`src/rtl/ps2_cmd_decoder.sv`:
```
// PS/2 set-2 scan-code to game command decoder with prefix tracking and Shift state.
// Optional macro PS2_CMD_ARROWS_EN maps extended arrow/nav keys onto moves.
module ps2_cmd_decoder #(
  parameter int TIMEOUT_W      = 21,
  parameter int TIMEOUT_CYCLES = 2_000_000
) (
  input  logic        clk,
  input  logic        rst,
  input  logic [7:0]  scan_data,
  input  logic        scan_stb,
  output logic [15:0] cmd,
  output logic        shift
);

  typedef enum logic [2:0] {IDLE, EXT, BRK, EXTBRK, SKIP} state_t;

  localparam logic [TIMEOUT_W-1:0] TMAX = TIMEOUT_W'(TIMEOUT_CYCLES - 1);

  state_t               state;
  logic [TIMEOUT_W-1:0] tcnt;
  logic [2:0]           skip;
  logic                 left_held, right_held;
  logic                 left_nxt, right_nxt;
  logic [15:0]          dec;

  function automatic logic [15:0] plain_map(input logic [7:0] b);
    case (b)
      8'h4B, 8'h74: plain_map = 16'h0080; // E
      8'h31, 8'h7A: plain_map = 16'h0040; // SE
      8'h3B, 8'h72: plain_map = 16'h0020; // S
      8'h32, 8'h69: plain_map = 16'h0010; // SW
      8'h33, 8'h6B: plain_map = 16'h0008; // W
      8'h35, 8'h6C: plain_map = 16'h0004; // NW
      8'h42, 8'h75: plain_map = 16'h0002; // N
      8'h3C, 8'h7D: plain_map = 16'h0001; // NE
      8'h05:        plain_map = 16'h0100;
      8'h06:        plain_map = 16'h0200;
      8'h04:        plain_map = 16'h0400;
      8'h15:        plain_map = 16'h0800;
      8'h49, 8'h73: plain_map = 16'h1000;
      8'h1D:        plain_map = 16'h2000;
      8'h2C:        plain_map = 16'h4000;
      default:      plain_map = 16'h0000;
    endcase
  endfunction

  function automatic logic [15:0] ext_map(input logic [7:0] b);
`ifdef PS2_CMD_ARROWS_EN
    case (b)
      8'h74:   ext_map = 16'h0080;
      8'h7A:   ext_map = 16'h0040;
      8'h72:   ext_map = 16'h0020;
      8'h69:   ext_map = 16'h0010;
      8'h6B:   ext_map = 16'h0008;
      8'h6C:   ext_map = 16'h0004;
      8'h75:   ext_map = 16'h0002;
      8'h7D:   ext_map = 16'h0001;
      default: ext_map = 16'h0000;
    endcase
`else
    ext_map = (b == 8'h00) ? 16'h0000 : 16'h0000;
`endif
  endfunction

  always_comb begin
    left_nxt  = left_held;
    right_nxt = right_held;
    dec       = 16'h0000;
    if (scan_stb) begin
      case (state)
        IDLE: begin
          if (scan_data == 8'h12)      left_nxt = 1'b1;
          else if (scan_data == 8'h59) right_nxt = 1'b1;
          else if (scan_data == 8'hAA) begin
            left_nxt  = 1'b0;
            right_nxt = 1'b0;
          end else if (scan_data != 8'hE0 && scan_data != 8'hF0 && scan_data != 8'hE1)
            dec = plain_map(scan_data);
        end
        EXT:     if (scan_data != 8'hF0) dec = ext_map(scan_data);
        BRK: begin
          if (scan_data == 8'h12) left_nxt  = 1'b0;
          if (scan_data == 8'h59) right_nxt = 1'b0;
        end
        default: ;
      endcase
    end
    // Repeat flag only qualifies moves, using the Shift state before this byte.
    if (dec[7:0] != 8'h00 && (left_held || right_held)) dec[15] = 1'b1;
  end

  always_ff @(posedge clk) begin
    if (rst) begin
      state      <= IDLE;
      tcnt       <= '0;
      skip       <= '0;
      left_held  <= 1'b0;
      right_held <= 1'b0;
      cmd        <= '0;
      shift      <= 1'b0;
    end else begin
      cmd        <= dec;
      left_held  <= left_nxt;
      right_held <= right_nxt;
      shift      <= left_nxt | right_nxt;
      if (scan_stb) begin
        tcnt <= '0;
        case (state)
          IDLE: begin
            if (scan_data == 8'hE0)      state <= EXT;
            else if (scan_data == 8'hF0) state <= BRK;
            else if (scan_data == 8'hE1) begin
              state <= SKIP;
              skip  <= 3'd7;
            end
          end
          EXT:    state <= (scan_data == 8'hF0) ? EXTBRK : IDLE;
          SKIP: begin
            skip <= skip - 3'd1;
            if (skip == 3'd1) state <= IDLE;
          end
          default: state <= IDLE;
        endcase
      end else if (state != IDLE) begin
        // A strobe arriving on the expiry cycle takes the branch above instead.
        if (tcnt == TMAX) begin
          state <= IDLE;
          tcnt  <= '0;
        end else begin
          tcnt <= tcnt + 1'b1;
        end
      end else begin
        tcnt <= '0;
      end
    end
  end

endmodule
```
`config.mk`:
```
export PLATFORM = sky130hd
export DESIGN_NAME = ps2_cmd_decoder
export DESIGN_NICKNAME = d
export VERILOG_FILES = /design/src/rtl/ps2_cmd_decoder.sv
export SDC_FILE = /design/constraint.sdc
export NUM_CORES = 1
export LEC_CHECK = 0
export CAP_MARGIN = 20
export CELL_PAD_IN_SITES_DETAIL_PLACEMENT = 1
export CELL_PAD_IN_SITES_GLOBAL_PLACEMENT = 1
export CORE_ASPECT_RATIO = 1.1
export CORE_UTILIZATION = 42
export DETAILED_ROUTE_END_ITERATION = 12
export PLACE_DENSITY = 0.83
export SLEW_MARGIN = 20
export SYNTH_ARGS = -nofsm -noshare
export SYNTH_HDL_FRONTEND = slang
export SYNTH_SLANG_ARGS = --single-unit
```
`constraint.sdc`:
```
create_clock -name clk -period 2.6 [get_ports clk]
set_clock_uncertainty 0.2 [all_clocks]
set_input_delay 0.78 -clock clk [delete_from_list [all_inputs] [get_ports clk]]
set_output_delay 0.78 -clock clk [all_outputs]
set_load 0.02 [all_outputs]
```
==> results_dict.tcl, run 1 <==
set metrics [dict create \
    netlist_area_sq_um 2360 \
    syn_nets 286 \
    place_hpwl_um 4990 \
    worst_slack_ns 0.01786 \
    cts.path.max_buffers 2 \
    dr.pass1.iters 4 \
    path_class "in -> reg" \
    postLayoutCellArea_sq_um 3281 \
    maxSlewViolCount 0 \
    vias 2374 \
    start_util_pct 43.74 \
    crit_buf_inv 2 \
    worst_hold_path_type "reg -> reg" \
    crit_family "buffers and inverters" \
    core_area_sq_um 5395 \
    port_buffers 27 \
    cts_tree "yes" \
    cp_max_fo 8 \
    grt_pass1_wl_um 11450 \
    critPathLaunch "scan_data[6]" \
    nNetsFinal 359 \
    viasPerCell 5.639 \
    worst_pin_slew_ns 0.4631 \
    r2r_start "tcnt[10]" \
    clkLatencyLatePin_ns 0.31 \
    yosysTopAreaCell "dfxtp_1" \
    ys_ff_latch 46 \
    grt_max_degree 20 \
    io_pins 28 \
    p_per_area_nw_per_um2 434.6 \
    placed_area_sq_um 3053 \
    clkTransAtPathRegs_ns 0.08 \
    slew_headroom_pct 68.69 \
    max_stage_delay_ns 0.55 \
    cp_cell_sequence "clkdlybuf4s50_1, buf_4, nor3b_1, o2111ai_1, and2_1, a41o_1, a211oi_2" \
    fin_cells 421 \
    grtUsageTotal_pct 25.15 \
    synth_top_area_share_pct 39.02 \
    setup_viol_count_final 0 \
    fmax_mhz 387.3 \
    synth_area_leaders "dfxtp_1, nor2_1, xor2_1, nand3_1, nand2_1" \
    first_iter_violations 89 \
    dieArea_sq_um 5923 \
    grt_pass1_vias 2357 \
    cp.arrival_ns 2.60 \
    gp_congestion 0.8178 \
    cts_buffers 5 \
    die_x_um 73.47 \
    ys_async_sr_fraction_pct 0 \
    min_period_ns 2.582 \
    wl_met2_um 3833 \
    antenna_cells 0 \
    layout-drive-gt1-share_pct 24.86 \
    syn_inst 272 \
    gr-total-overflow 0 \
    worst_setup_path_start_kind "input pin" \
    yosys_warnings 0 \
    hold_viol_final 0 \
    worstPathRequired_ns 2.61 \
    antenna_found_initial 0 \
    dp_slack_ns -0.4125 \
    vdd_drop_max_uv 335.7 \
    post-route-period-util_pct 99.31 \
    drc 0 \
    area_delta_synth_final_pct 39.02 \
    routed_wl_um 7497 \
    route.met3.wl_um 258 \
    post-place-cells 412 \
    ant_nets 0 \
    seq_area_frac_synth_pct 39.02 \
    die_h_um 80.62 \
    hp-start "tcnt[0]" \
    crit_path_end_kind "register" \
    cts.sinks 46 \
    wl_per_cell_um 17.81 \
    slowest_stage "clkdlybuf4s50_1" \
    root_buffer "clkbuf_8" \
    cts_max_level 2 \
    dr.max_layer_used "met4" \
    outcome "complete, no violations" \
    synth-edff-count 0 \
    rows 28 \
    synthDistinctLibCells 53 \
    leakage_uw 0.001247 \
    synth_area_per_cell_sq_um 8.676 \
    synth_ff_type "dfxtp_1" \
    wl_met1_um 3160 \
    max_cap_viol_count 0 \
]
==> worst paths after layout <==
| kind | end | slack [ns] | cells past startpoint |
|---|---|---|---|
| worst max-delay path | cmd[15] | 0.02 | 7 |
| worst min register to register | tcnt[0] | 0.26 | 1 |
| worst max register to register | state[1] | 0.41 | 5 |
| worst min-delay path | tcnt[0] | 0.26 | 1 |
==> kinds of logic (layout without fill, tap and decap cells) <==
| logic type | after synthesis | after routing | share of synthesized area (%) |
|---|---|---|---|
| compound gates | 32 | 32 | 10.13 |
| xor+xnor | 21 | 21 | 7.794 |
| fa+ha+maj | 3 | 3 | 1.591 |
| buf+inv | 22 | 95 | 4.560 |
| flops | 46 | 46 | 39.02 |
| simple gates | 148 | 149 | 36.90 |
==> registers in the layout (all words and copies together), names as in the netlist <==
name and count:
cmd 16, left_held 1, right_held 1, shift 1
skip 3, state 3, tcnt 21
==> metal layers <==
| metal | track usage [%] | vias up |
|---|---|---|
| met1 | 30.68 | 1158 |
| met3 | 3.262 | 25 |
| met5 | 0 | - |
| met2 | 44.86 | 69 |
| met4 | 8.269 | 0 |
| li1 | - | 1122 |
==> Yosys cell counts (all sizes together), types with 4 or more instances <==
| cell | count |
|---|---|
| and3 | 4 |
| nand4 | 9 |
| dfxtp | 46 |
| clkbuf | 4 |
| nand3 | 19 |
| nor3 | 5 |
| nor4 | 9 |
| xor2 | 15 |
| nor4b | 4 |
| a21oi | 6 |
| buf | 11 |
| nand2 | 15 |
| nor2b | 4 |
| inv | 7 |
| nand2b | 8 |
| xnor2 | 6 |
| nor2 | 44 |
==> cell type report <==
class	instances	area, sq um
Multi-Input combinational cell	205	1444
Clock buffer	5	68.82
Tap cell	75	93.84
Sequential cell	46	920.9
Inverter	7	26.28
Timing Repair Buffer	80	683.2
Fill cell	662	2115
Clock inverter	3	43.79
==> where the power goes <==
part | leakage [uW] | internal (uW) | switching (uW)
registers | 0.000370 | 705 | 1.04
clock network | 0.0000585 | 288 | 257
logic | 0.000818 | 79.5 | 94.8
total | 0.00125 | 1070 | 353
==> layout by cell type (no fill, tap or decap), types with 3 or more instances in the layout <==
cell type / instances
inv_1: 7
xnor2_1: 6
nor3_1: 5
and4_1: 3
nor4b_1: 3
ha_1: 3
nor2_1: 42
clkdlybuf4s50_1: 20
dlymetal6s2s_1: 3
a31oi_1: 3
dlygate4sd2_1: 4
xor2_1: 15
nor4_1: 3
nor4_2: 3
nor2b_1: 4
or2_2: 3
nand4_1: 9
nor4_4: 3
a41o_1: 3
a32oi_1: 3
a21oi_1: 6
dfxtp_1: 46
nand3_1: 19
buf_4: 52
nand2b_1: 7
clkbuf_8: 5
nor3b_1: 3
nand2_1: 15
and3_1: 4
==> metrics by stage <==
step	hold slack, ns	utilization (%)	setup TNS, ns	power, uW
6_report	0.2567	60.81	0	1426
5_1_grt	0.2822	60.81	-0.07746	1481
4_1_cts	0.2641	59.72	0	1421
3_5_place_dp	0.2440	56.59	-5.857	875.4
3_3_place_gp	0.2337	56.59	-4.530	870.4
2_1_floorplan	0.2175	-	0	794.6
==> worst reg2reg max path: stages (launching register included) <==
cell     delay [ns]
dfxtp_1        0.42
nor4b_1        0.43
nand4_1        0.24
or4_1          0.52
a31oi_1        0.23
nor2_1         0.05
==> repair_timing <==
item	in CTS	in global routing
endpoints found under the setup margin	12	12
gates resized for setup	12	12
pin swaps	0	1
cloned	1	0
setup buffers	0	0
hold buffers	0	0
(Power assumes the default switching activity.)
==> run 2, diff against run 1 <==
--- a/config.mk
+++ b/config.mk
@@ -9,9 +9,10 @@
 export CELL_PAD_IN_SITES_DETAIL_PLACEMENT = 1
 export CELL_PAD_IN_SITES_GLOBAL_PLACEMENT = 1
 export CORE_ASPECT_RATIO = 1.1
-export CORE_UTILIZATION = 42
+export CORE_UTILIZATION = 44
+export CTS_BUF_LIST = sky130_fd_sc_hd__clkbuf_2 sky130_fd_sc_hd__clkbuf_4 sky130_fd_sc_hd__clkbuf_8
 export DETAILED_ROUTE_END_ITERATION = 12
-export PLACE_DENSITY = 0.83
+export PLACE_DENSITY = 0.86
 export SLEW_MARGIN = 20
 export SYNTH_ARGS = -nofsm -noshare
 export SYNTH_HDL_FRONTEND = slang
==> run 2 against run 1 <==
Effect of this change: the run now ends with setup timing left; sequential power is essentially flat; cell count shrank 5.7%; clock power grew 1%; first-iteration DRC count grew to 3.1 times the previous value; via count grew 3.0%; count of clock-buffer cells in the layout grew 1; register-to-register slack lost 0.12 ns; worst hold slack lost 0.0037 ns; wire length grew 13%; power grew 0.57%.
==> results_dict.tcl, run 2 (synthesis results as in run 1) <==
set metrics [dict create \
    place_hpwl_um 5260 \
    r2r_start "state[0]" \
    die_x_um 71.83 \
    worst_slack_ns -0.1487 \
    rows 27 \
    max_cap_viol_count 0 \
    cts_setup_buffers 0 \
    largest_reg_flops 21 \
    drc 0 \
    crit_family "simple AND/OR/NAND/NOR gates" \
    worst_setup_path_start_kind "input pin" \
    dieArea_sq_um 5661 \
    critPathLaunch "scan_data[1]" \
    dp_slack_ns -0.5104 \
    root_buffer "clkbuf_8" \
    hold_viol_final 0 \
    setup_viol_count_final 2 \
    antenna_found_initial 0 \
    max_stage_delay_ns 0.49 \
    core_area_sq_um 5067 \
    cts_tree "yes" \
    viasPerCell 6.161 \
    grt_max_degree 20 \
    min_period_ns 2.749 \
    cts_buffers 5 \
    crit_path_end_kind "register" \
    area_delta_synth_final_pct 35.68 \
    clkTransAtPathRegs_ns 0.09 \
    fillers 584 \
    worst_pin_slew_ns 0.4573 \
    routed_wl_um 8445 \
    cp_max_fo 7 \
    holdWs_ns 0.2530 \
    path_depth 7 \
    reg2reg_to "cmd[9]" \
    maxSlewViolCount 0 \
    largest-register "tcnt" \
    largestRegisters "tcnt x21, cmd x16" \
    worstPathRequired_ns 2.57 \
    layout-drive-gt1-share_pct 23.60 \
    grt_pass1_wl_um 12500 \
    first_iter_violations 278 \
    timing.critical_path.to "cmd[9]" \
    cts.path.max_buffers 2 \
    leakage_uw 0.001195 \
    dr.pass1.iters 4 \
    vias 2446 \
    start_util_pct 46.57 \
    grtUsageTotal_pct 28.63 \
    p_per_area_nw_per_um2 447.8 \
    finalSetupTns_ns -0.2088 \
    antenna_cells 0 \
    nNetsFinal 353 \
    die_h_um 78.81 \
    slew_headroom_pct 69.23 \
    worst_hold_path_type "reg -> reg" \
    post-route-period-util_pct 105.7 \
    cts_max_level 2 \
    cp_cell_sequence "clkdlybuf4s50_1, nor4b_2, buf_4, and3_1, nand4bb_4, nand2b_4, nor4bb_1" \
    clkLatencyLatePin_ns 0.30 \
    path_class "in -> reg" \
    outcome "finished, violations left" \
    port_buffers 27 \
    io_pins 28 \
    gp_congestion 0.8530 \
    ant_nets 0 \
    vdd_drop_max_uv 231.1 \
    wl_per_cell_um 21.27 \
    cts.sinks 46 \
    rsz0062_at_grt "true" \
    slowest_stage "clkdlybuf4s50_1" \
    gr-total-overflow 0 \
    ff2ff_setup_slack_ns 0.29 \
    grt_pass1_vias 2644 \
    mostFrequentLayoutCells "dfxtp_1, buf_4, nor2_1" \
    crit_buf_inv 2 \
    reg2regPathDepth 5 \
    violations "setup timing" \
    fmax_mhz 363.8 \
    cp.arrival_ns 2.72 \
    final_common_cell "dfxtp_1" \
]
run 2: worst min path at each step:
stage / startpoint / end / slack (ns) / cells after the start
after floorplan: tcnt[0] / tcnt[0] / 0.22 / 1
after CTS: tcnt[0] / tcnt[0] / 0.26 / 1
after detailed placement: tcnt[0] / tcnt[0] / 0.25 / 1
after global routing: tcnt[0] / tcnt[0] / 0.27 / 1
final: tcnt[0] / tcnt[0] / 0.25 / 1
after global placement: tcnt[0] / tcnt[0] / 0.23 / 1
run 2: layout make-up:
| class | count | area [sq um] | share of cell area, % |
|---|---|---|---|
| flip-flops and latches | 46 | 920.9 | 28.76 |
| well taps | 58 | 72.57 | 2.267 |
| repair buffers | 74 | 626.9 | 19.58 |
| inverters | 7 | 26.28 | 0.8206 |
| clock buffers | 6 | 82.58 | 2.579 |
| multi-input cells | 205 | 1443 | 45.06 |
| clock inverters | 1 | 30.03 | 0.9379 |
run 2: report_power, final:
part           leakage (uW)  switching (uW)  internal [uW]  total, uW
clock network     0.0000573             244            308        552
logic              0.000768            99.3           76.7        176
registers          0.000370            1.11            705        706
total               0.00120             344           1090       1430
run 2: layer usage:
metal,vias to the layer above,part of all wire (%),wire [um],global-route usage [%]
met3,34,4.6,386,5.838
met5,-,0,0,0
met4,0,4.3,361,15.49
met2,93,53,4478,54.53
met1,1210,38,3219,28.67
li1,1109,-,-,-
run 2: per-stage QoR:
step           power, uW  util [%]  cell area (sq um)  std cells
3_3_place_gp       864.5     58.69               2974        389
3_5_place_dp       870.4     58.69               2974        389
2_1_floorplan      794.6         -               2360        272
6_report            1434     63.19               3202        397
4_1_cts             1420     61.68               3126        397
5_1_grt             1478     63.19               3202        397
run 2: timing repair:
item,CTS,global route
hold endpoints to repair,0,0
hold buffers,0,0
setup endpoints to repair,7,9
resized for setup,9,15
cloned,1,0
pin swaps,0,1
==> run 3, diff against run 2 <==
--- a/config.mk
+++ b/config.mk
@@ -13,6 +13,7 @@
 export CTS_BUF_LIST = sky130_fd_sc_hd__clkbuf_2 sky130_fd_sc_hd__clkbuf_4 sky130_fd_sc_hd__clkbuf_8
 export DETAILED_ROUTE_END_ITERATION = 12
 export PLACE_DENSITY = 0.86
+export SKIP_LAST_GASP = 1
 export SLEW_MARGIN = 20
 export SYNTH_ARGS = -nofsm -noshare
 export SYNTH_HDL_FRONTEND = slang
==> run 3 against run 2 <==
Effect of this change: the flow still finishes with violations (setup timing); first-iteration DRC count fell by 35%; cell area fell by 0.39%; sequential share of layout area rose by 0.11 points; wire length fell by 3.5%; largest power group unchanged; highest routed layer unchanged; global-route usage did not move.
==> results_dict.tcl, run 3 (synthesis results as in run 1) <==
set metrics [dict create \
    outcome "finished, violations left" \
    violations "setup timing" \
    max_cap_viol_count 0 \
    ant_nets 0 \
    antenna_cells 0 \
    io_pins 28 \
    first_iter_violations 181 \
    mostFrequentLayoutCells "dfxtp_1, buf_4, nor2_1" \
    layout-drive-gt1-share_pct 23.30 \
    rsz0062_at_grt "true" \
    largest_reg_flops 21 \
    holdWs_ns 0.2530 \
    clkTransAtPathRegs_ns 0.09 \
    vdd_drop_max_uv 230.0 \
    critPathLaunch "scan_data[5]" \
    crit_path_end_kind "register" \
    finalSetupTns_ns -0.1124 \
    worst_pin_slew_ns 0.4871 \
    cts_setup_buffers 0 \
    worstPathRequired_ns 2.63 \
    antenna_found_initial 0 \
    final_common_cell "dfxtp_1" \
    slew_headroom_pct 67.23 \
    maxSlewViolCount 0 \
    grt_pass1_wl_um 12500 \
    place_hpwl_um 5260 \
    reg2reg_to "shift" \
    cts_max_level 2 \
    die_x_um 71.83 \
    die_h_um 78.81 \
    largestRegisters "tcnt x21, cmd x16" \
    cp_max_fo 8 \
    gp_congestion 0.8530 \
    multiInputGateArea_sq_um 1430 \
    wl_per_cell_um 20.52 \
    ff2ff_setup_slack_ns 0.44 \
    worst_slack_ns -0.07550 \
    p_per_area_nw_per_um2 449.0 \
    port_buffers 27 \
    whs_endpoint "tcnt[0]" \
    worst_setup_path_start_kind "input pin" \
    worst_hold_path_type "reg -> reg" \
    min_period_ns 2.676 \
    hp-start "tcnt[0]" \
    leakage_uw 0.001181 \
    cp.arrival_ns 2.70 \
    area_delta_synth_final_pct 35.15 \
    dr.pass1.iters 4 \
    cts.path.max_buffers 2 \
    hold_viol_final 0 \
    routed_wl_um 8148 \
    clkLatencyLatePin_ns 0.30 \
    setup_viol_count_final 2 \
    grt_max_degree 20 \
    fin_cells 397 \
    cts_buffers 5 \
    dp_slack_ns -0.5104 \
    fillers 589 \
    drc 0 \
    vias 2440 \
    viasPerCell 6.146 \
    root_buffer "clkbuf_8" \
    nNetsFinal 353 \
    dieArea_sq_um 5661 \
    post-place-cells 389 \
    core_area_sq_um 5067 \
    cts.sinks 46 \
    path_class "in -> reg" \
    cts_tree "yes" \
    fmax_mhz 373.8 \
    start_util_pct 46.57 \
    reg2regPathDepth 5 \
    rows 27 \
    gr-total-overflow 0 \
    post-route-period-util_pct 102.9 \
    r2r_start "state[0]" \
    largest-register "tcnt" \
    final-seq-area_sq_um 920.9 \
    whs_path_depth 1 \
    finalPower_uw 1432 \
    grtUsageTotal_pct 28.63 \
    grt_pass1_vias 2644 \
]
[run 3: layout make-up]
cell class | count | area share (%)
Clock buffer | 6 | 2.589
Clock inverter | 1 | 0.9415
Inverter | 7 | 0.8239
Multi-Input combinational cell | 205 | 44.84
Sequential cell | 46 | 28.87
Tap cell | 58 | 2.275
Timing Repair Buffer | 74 | 19.65
[run 3: metal layers]
layer  GRT usage, %  part of all wire, %
met5              0                    0
met3          5.838                  3.3
met4          15.49                  3.5
met2          54.53                   53
met1          28.67                   40
[run 3: worst max-delay path by stage]
stage / slack, ns / cells past startpoint / to
2_1_floorplan: 0.19 / 6 / shift
3_3_place_gp: -0.30 / 6 / shift
3_5_place_dp: -0.51 / 6 / shift
4_1_cts: 0.0006 / 6 / shift
5_1_grt: -0.08 / 6 / shift
6_report: -0.08 / 7 / cmd[15]
[run 3: repair_timing]
item | CTS | global route
hold buffers | 0 | 0
cloned | 1 | 0
pin swaps | 0 | 1
endpoints found under the setup margin | 7 | 9
resized for setup | 9 | 12
endpoints found under the hold margin | 0 | 0
[run 3: report_power, final]
part | internal (uW) | switching, uW | total (uW)
sequential | 705 | 1.09 | 706
clock | 308 | 245 | 553
combinational | 75.9 | 96.7 | 173
total | 1090 | 343 | 1430
[run 3: worst max-delay path, cell delays in order]
cell	delay (ns)
clkdlybuf4s50_1	0.55
buf_6	0.17
nand4_1	0.12
nor4_1	0.45
a31oi_1	0.11
a41o_1	0.30
a211oi_2	0.23
[run 3: through the flow]
stage,util (%),area [sq um]
after floorplan,-,2360
final,62.94,3189
after detailed placement,58.69,2974
after global routing,62.94,3189
after CTS,61.68,3126
after global placement,58.69,2974
